### config.mk
export PLATFORM = sky130hd
export DESIGN_NAME = mem_stage
export DESIGN_NICKNAME = d
export VERILOG_FILES = /design/src/rtl/mem_stage_pkg.sv /design/src/rtl/mem_stage_lsu_align.sv /design/src/rtl/mem_stage.sv
export SDC_FILE = /design/constraint.sdc
export NUM_CORES = 1
export LEC_CHECK = 0
export CORE_UTILIZATION = 43
export CTS_CLUSTER_DIAMETER = 60
export CTS_CLUSTER_SIZE = 10
export DETAILED_ROUTE_END_ITERATION = 16
export PLACE_DENSITY_LB_ADDON = 0.05
export SYNTH_ARGS = -nofsm -noshare
export SYNTH_HDL_FRONTEND = slang
export SYNTH_HIERARCHICAL = 1
export SYNTH_SLANG_ARGS = --single-unit
### constraint.sdc
create_clock -name clk -period 7.15 [get_ports clk]
set_input_delay 1.0725 -clock clk [delete_from_list [all_inputs] [get_ports clk]]
set_output_delay 1.0725 -clock clk [all_outputs]
set_load 0.02 [all_outputs]
### src/rtl/mem_stage_pkg.sv
// Shared constants and types for the MEM pipeline stage.
package mem_stage_pkg;

  localparam int LD_ST_INFO_WIDTH = 5;

  // ld_st_info bit offsets
  localparam int LS_LOAD     = 0;
  localparam int LS_STORE    = 1;
  localparam int LS_SIZE     = 2;  // two bits: [3:2]
  localparam int LS_UNSIGNED = 4;

  // access size encodings
  localparam logic [1:0] LS_SIZE_B = 2'b00;
  localparam logic [1:0] LS_SIZE_H = 2'b01;
  localparam logic [1:0] LS_SIZE_W = 2'b10;

  typedef enum logic [1:0] {
    MEM_ST_IDLE = 2'd0,  // empty, or holding a result that needed no bus access
    MEM_ST_REQ  = 2'd1,  // bus request presented, waiting for acceptance
    MEM_ST_WAIT = 2'd2,  // request accepted, waiting for response
    MEM_ST_DONE = 2'd3   // response captured, waiting for WB
  } mem_st_e;

  // Halfwords need bit 0 clear, words need both low bits clear.
  function automatic logic ls_misalign(input logic [1:0] size, input logic [1:0] a);
    logic m;
    m = 1'b0;
    if (size == LS_SIZE_H) m = a[0];
    else if (size == LS_SIZE_W) m = |a;
    return m;
  endfunction

endpackage

### src/rtl/mem_stage_lsu_align.sv
// Byte-lane steering for stores and extraction/extension for loads.
module mem_lsu_align
  import mem_stage_pkg::*;
(
  input  logic [1:0]  addr_lo,
  input  logic [1:0]  size,
  input  logic        is_unsigned,
  input  logic        is_store,
  input  logic [31:0] rs2,
  input  logic [31:0] rdata,
  output logic [3:0]  wstrb,
  output logic [31:0] wdata,
  output logic        misalign,
  output logic [31:0] load_data
);

  logic [31:0] shifted;

  // Lane selection is purely a function of size and the low address bits.
  always_comb begin
    shifted  = rdata >> {addr_lo, 3'b000};
    misalign = ls_misalign(size, addr_lo);
    case (size)
      LS_SIZE_B: begin
        wdata     = {4{rs2[7:0]}};
        wstrb     = 4'b0001 << addr_lo;
        load_data = is_unsigned ? {24'b0, shifted[7:0]} : {{24{shifted[7]}}, shifted[7:0]};
      end
      LS_SIZE_H: begin
        wdata     = {2{rs2[15:0]}};
        wstrb     = 4'b0011 << addr_lo;
        load_data = is_unsigned ? {16'b0, shifted[15:0]} : {{16{shifted[15]}}, shifted[15:0]};
      end
      default: begin
        wdata     = rs2;
        wstrb     = 4'hF;
        load_data = shifted;
      end
    endcase
    // loads never assert write strobes
    if (!is_store) wstrb = 4'h0;
  end

endmodule

### src/rtl/mem_stage.sv
// MEM stage: one-entry buffer between EX and WB that performs the data-bus access.
module mem_stage
  import mem_stage_pkg::*;
#(
  parameter int XLEN      = 32,
  parameter int EXCP_IN_W = 6
) (
  input  logic                  clk,
  input  logic                  rst,
  // from EX
  input  logic                  ex_valid_i,
  output logic                  mem_ready_o,
  input  logic [XLEN-1:0]       ex_pc_i,
  input  logic [XLEN-1:0]       ex_alu_res_i,
  input  logic [XLEN-1:0]       ex_rs2_rdata_i,
  input  logic [4:0]            ex_ld_st_info_i,
  input  logic                  ex_rd_wen_i,
  input  logic [4:0]            ex_rd_idx_i,
  input  logic [EXCP_IN_W-1:0]  ex_excp_i,
  // data bus
  output logic                  dbus_req_valid_o,
  input  logic                  dbus_req_ready_i,
  output logic                  dbus_req_we_o,
  output logic [XLEN-1:0]       dbus_req_addr_o,
  output logic [XLEN-1:0]       dbus_req_wdata_o,
  output logic [3:0]            dbus_req_wstrb_o,
  input  logic                  dbus_rsp_valid_i,
  input  logic [XLEN-1:0]       dbus_rsp_rdata_i,
  input  logic                  dbus_rsp_err_i,
  // to WB
  output logic                  mem_valid_o,
  input  logic                  wb_ready_i,
  output logic [XLEN-1:0]       mem_pc_o,
  output logic [4:0]            mem_rd_idx_o,
  output logic                  mem_rd_wen_o,
  output logic [XLEN-1:0]       mem_rd_wdata_o,
  output logic [EXCP_IN_W+1:0]  mem_excp_o
);

  mem_st_e                state_q, state_d;
  logic                   data_valid_q, data_valid_d;
  logic [XLEN-1:0]        pc_q, pc_d;
  logic [XLEN-1:0]        addr_q, addr_d;
  logic [XLEN-1:0]        rs2_q, rs2_d;
  logic [XLEN-1:0]        wdata_q, wdata_d;
  logic [4:0]             info_q, info_d;
  logic [4:0]             rd_idx_q, rd_idx_d;
  logic                   rd_wen_q, rd_wen_d;
  logic [EXCP_IN_W-1:0]   excp_q, excp_d;
  logic                   bus_err_q, bus_err_d;

  logic        ex_is_ls, ex_misalign, go_bus, accept;
  logic        is_ls_q, al_misalign, misalign_flag;
  logic [3:0]  al_wstrb;
  logic [31:0] al_wdata, al_load_data;

  // Alignment runs on the latched instruction; the bus response is consumed directly.
  mem_lsu_align u_align (
    .addr_lo     (addr_q[1:0]),
    .size        (info_q[LS_SIZE +: 2]),
    .is_unsigned (info_q[LS_UNSIGNED]),
    .is_store    (info_q[LS_STORE]),
    .rs2         (rs2_q),
    .rdata       (dbus_rsp_rdata_i),
    .wstrb       (al_wstrb),
    .wdata       (al_wdata),
    .misalign    (al_misalign),
    .load_data   (al_load_data)
  );

  // Handshake terms and the accept-time decision of whether the bus is needed.
  always_comb begin
    mem_valid_o   = data_valid_q & ((state_q == MEM_ST_IDLE) | (state_q == MEM_ST_DONE));
    mem_ready_o   = !data_valid_q | (mem_valid_o & wb_ready_i);
    accept        = mem_ready_o & ex_valid_i;
    ex_is_ls      = ex_ld_st_info_i[LS_LOAD] | ex_ld_st_info_i[LS_STORE];
    ex_misalign   = ex_is_ls & ls_misalign(ex_ld_st_info_i[LS_SIZE +: 2], ex_alu_res_i[1:0]);
    go_bus        = ex_is_ls & !ex_misalign & (ex_excp_i == '0);
    is_ls_q       = info_q[LS_LOAD] | info_q[LS_STORE];
    misalign_flag = is_ls_q & al_misalign;
  end

  // FSM next-state and stage-register update.
  always_comb begin
    state_d          = state_q;
    data_valid_d     = data_valid_q;
    pc_d             = pc_q;
    addr_d           = addr_q;
    rs2_d            = rs2_q;
    wdata_d          = wdata_q;
    info_d           = info_q;
    rd_idx_d         = rd_idx_q;
    rd_wen_d         = rd_wen_q;
    excp_d           = excp_q;
    bus_err_d        = bus_err_q;
    dbus_req_valid_o = 1'b0;
    case (state_q)
      MEM_ST_REQ: begin
        dbus_req_valid_o = 1'b1;
        if (dbus_req_ready_i) state_d = MEM_ST_WAIT;
      end
      MEM_ST_WAIT: begin
        if (dbus_rsp_valid_i) begin
          if (info_q[LS_LOAD]) wdata_d = al_load_data;
          bus_err_d = dbus_rsp_err_i;
          state_d   = MEM_ST_DONE;
        end
      end
      default: begin  // IDLE or DONE: may hand off and refill in one cycle
        if (accept) begin
          data_valid_d = 1'b1;
          pc_d         = ex_pc_i;
          addr_d       = ex_alu_res_i;
          rs2_d        = ex_rs2_rdata_i;
          wdata_d      = ex_alu_res_i;
          info_d       = ex_ld_st_info_i;
          rd_idx_d     = ex_rd_idx_i;
          rd_wen_d     = ex_rd_wen_i;
          excp_d       = ex_excp_i;
          bus_err_d    = 1'b0;
          state_d      = go_bus ? MEM_ST_REQ : MEM_ST_IDLE;
        end else if (mem_ready_o) begin
          data_valid_d = 1'b0;
          state_d      = MEM_ST_IDLE;
        end
      end
    endcase
  end

  // Control state with synchronous reset.
  always_ff @(posedge clk) begin
    if (rst) begin
      state_q      <= MEM_ST_IDLE;
      data_valid_q <= 1'b0;
    end else begin
      state_q      <= state_d;
      data_valid_q <= data_valid_d;
    end
  end

  // Payload registers are don't-care while the stage is empty, so no reset.
  always_ff @(posedge clk) begin
    pc_q      <= pc_d;
    addr_q    <= addr_d;
    rs2_q     <= rs2_d;
    wdata_q   <= wdata_d;
    info_q    <= info_d;
    rd_idx_q  <= rd_idx_d;
    rd_wen_q  <= rd_wen_d;
    excp_q    <= excp_d;
    bus_err_q <= bus_err_d;
  end

  // Bus request fields and WB outputs straight from the stage registers.
  always_comb begin
    dbus_req_we_o    = info_q[LS_STORE];
    dbus_req_addr_o  = {addr_q[XLEN-1:2], 2'b00};
    dbus_req_wdata_o = al_wdata;
    dbus_req_wstrb_o = al_wstrb;
    mem_pc_o         = pc_q;
    mem_rd_idx_o     = rd_idx_q;
    mem_rd_wen_o     = rd_wen_q & !misalign_flag & !bus_err_q;
    mem_rd_wdata_o   = wdata_q;
    mem_excp_o       = {bus_err_q, misalign_flag, excp_q};
  end

endmodule

==> out/results.txt <==
status: finished, final reports clean
drt wl/cell: 18.50 um
TritonCTS clock tree: yes
sequential group share of total power: 37.5%
max-slew violations: 0
gr ovfl total: 0
Worst-Margin Slew: 0.9811 ns
CP Data Required Time: 6.08 ns
CP max stage cell: edfxtp_1
Synth Instances: 445
# DRC: 0
share of layout cells above drive strength 1: 11.05%
synthesized area per cell: 15.00 um2
Die Ht: 126.6 um
clock root cell: clkbuf_16
sequential fraction of the synthesis area: 66.59%
critical path class: reg2out
global-route wire length before repair: 25.16 mm
vias: 4,516
Setup TNS: 0 ns
Comb pwr share: 37.0%
switching pwr: 1.162 mW
clk buf depth: 2
Inserted Diodes: 0
GRT Overall Usage: 21.19%
RD Place Congestion: 0.7460
1st-iter DRT viols: 182
Post-CTS Hold Fix Bufs: 0
Post-DRT Antenna Nets: 0
TritonCTS buffer count: 17
min Tclk post-route: 3.725 ns
slew margin rel.: 34.60%
Cell Int Power: 2.465 mW
Crit. End Element: primary output
largest net degree at the start of global routing: 74
f_max: 0.2685 GHz
vias per cell: 5.001
Non-Filler Instances: 903
Placeable Area: 0.01520 mm2
Hold Crit Class: reg2reg
overall power: 3.627 mW
number of distinct library cells after synthesis: 42
Post-CTS Setup Inserts: 0
Die Width: 126.6 um
RSZ-0062 raised after global routing: no
dominant cell type by area after synthesis: edfxtp_1
Total Routed Length: 16.71 mm
Initial Utilization: 43.90%
clock-pin slew on the worst setup and hold paths: 0.06 ns
PD cells: 357.8 mW/mm2
port bufs: 299
dpl ws: 3.414 ns
ys async rst share: 0%
Net count, final: 857
TritonRoute pass-1 iters: 7
FF+latch count, synth: 149
Mapped Area: 0.006674 mm2
final hold vios: 0
critical path fanouts, max: 36
Setup Viol. Count Final: 0
crit-path cells: and2b_1 > o31a_1 > clkdlybuf4s50_1
Arr. time, crit path: 2.65 ns
Hold WS: 0.5255 ns
Clk pwr share: 25.5%
I/O pin count: 302
CTS resizes: 0
num rows: 45
final worst setup slack: 3.425 ns
fin crit share: 52.09%
number of synthesized flops with an enable pin: 146
Final Skew: 0.01043 ns
YS warnings: 6
die footprint: 0.01602 mm2
Worst-Skew Late Latency: 0.42 ns
area growth from synthesis to layout: 51.89%
Synth Flop Type: edfxtp_1
largest cells by area after synthesis: edfxtp_1 (66%), mux2_1 (5.4%), buf_4 (4.9%)
CP peak stage delay: 1.00 ns
Cells after DPL: 872
VDD IR max: 196.1 uV
H-tree depth: 4
dpl hpwl: 12.30 mm
initial antenna violation count: 0
Sink Count: 149
max_cap viols: 0
Static Leak: 3.610 nW
top-area cell type share of the netlist area: 65.69%
vias in the first global route: 4,681
Switching Fraction: 32.03%
Startpoint Class: register
-- Yosys cell counts, types with 6 or more instances --
master	number
o21ai_0	15
o211ai_1	13
or2_2	7
o21a_1	6
nor2_1	10
a21oi_1	16
mux2_2	24
mux2_1	32
nand2_1	39
buf_4	44
nand3b_1	6
buf_2	12
edfxtp_1	146
mux2i_1	23
inv_1	6
clkbuf_1	7
-- worst max-delay path, delay by kind of cell, from the launching register on --
kind            cells  cell delay, ns
simple gates        1            0.42
compound gates      1            0.18
buf+inv             1            0.65
flops               1            1.00
-- logic make-up (layout without fill, tap and decap cells) --
group / after synthesis / after routing / synth area share (%)
buf+inv: 74 / 343 / 7.218
flops: 149 / 149 / 66.59
mux: 81 / 81 / 13.35
xor+xnor: 2 / 2 / 0.2625
simple gates: 75 / 75 / 5.531
compound gates: 61 / 61 / 6.618
other cells: 1 / 2 / 0.05619
fa+ha+maj: 2 / 2 / 0.3749
-- metal layers --
metal	vias up	share of wire (%)	track usage, %	wire [um]
met4	0	1.6	8.009	275
li1	2135	-	-	-
met2	214	51	37.24	8517
met3	17	9.1	7.718	1526
met1	2150	38	23.44	6388
met5	-	0	0	0
-- worst paths after layout --
path | cells after the start | start | endpoint | slack [ns]
setup / recovery | 3 | addr_q[1] | dbus_req_wstrb_o[2] | 3.43
setup reg to reg | 8 | state_q[0] | state_q[0] | 4.33
hold / removal | 2 | state_q[1] | state_q[1] | 0.53
hold reg to reg | 2 | state_q[1] | state_q[1] | 0.53
-- sequential cells by signal, summed over array words and instances (netlist names), 2 cells and up --
register / cells
addr_q: 32
mem_pc_o: 32
mem_rd_wdata_o: 32
rs2_q: 32
excp_q: 6
info_q: 5
mem_rd_idx_o: 5
state_q: 2
-- power by group through the flow --
stage	Clock, mW	Sequential [mW]	Combinational, mW
global route	0.977	1.39	1.42
CTS	0.943	1.36	1.36
global placement	0	1.37	1.34
finish	0.927	1.36	1.34
detailed placement	0	1.38	1.35
floorplan	0	1.53	0.645
-- final cells by class --
cell class                      instances  area (um2)
Inverter                                7       27.53
Sequential cell                       149        4444
Timing Repair Buffer                  305        3038
Tap cell                              188       235.2
Clock buffer                           19       432.9
Fill cell                            1130        5065
Multi-Input combinational cell        223        1779
Clock inverter                         12       180.2
-- layout by cell type, fill, tap and decap left out, types with 13 or more instances in the layout --
cell type        netlist  layout
clkbuf_16              0      17
o211ai_1              13      13
a21oi_1               16      16
mux2i_1               23      23
o21ai_0               15      15
nand2_1               39      39
mux2_1                32      32
edfxtp_1             146     146
mux2_2                24      24
clkdlybuf4s50_1        0     299
-- metrics by stage --
step           cell area, um2  utilization [%]
3_5_place_dp             9524            62.65
3_3_place_gp             9524            62.65
6_report                10140            66.68
5_1_grt                 10140            66.68
2_1_floorplan            6678                -
4_1_cts                 10140            66.68
Note: power is estimated with default switching activity, not from simulation.
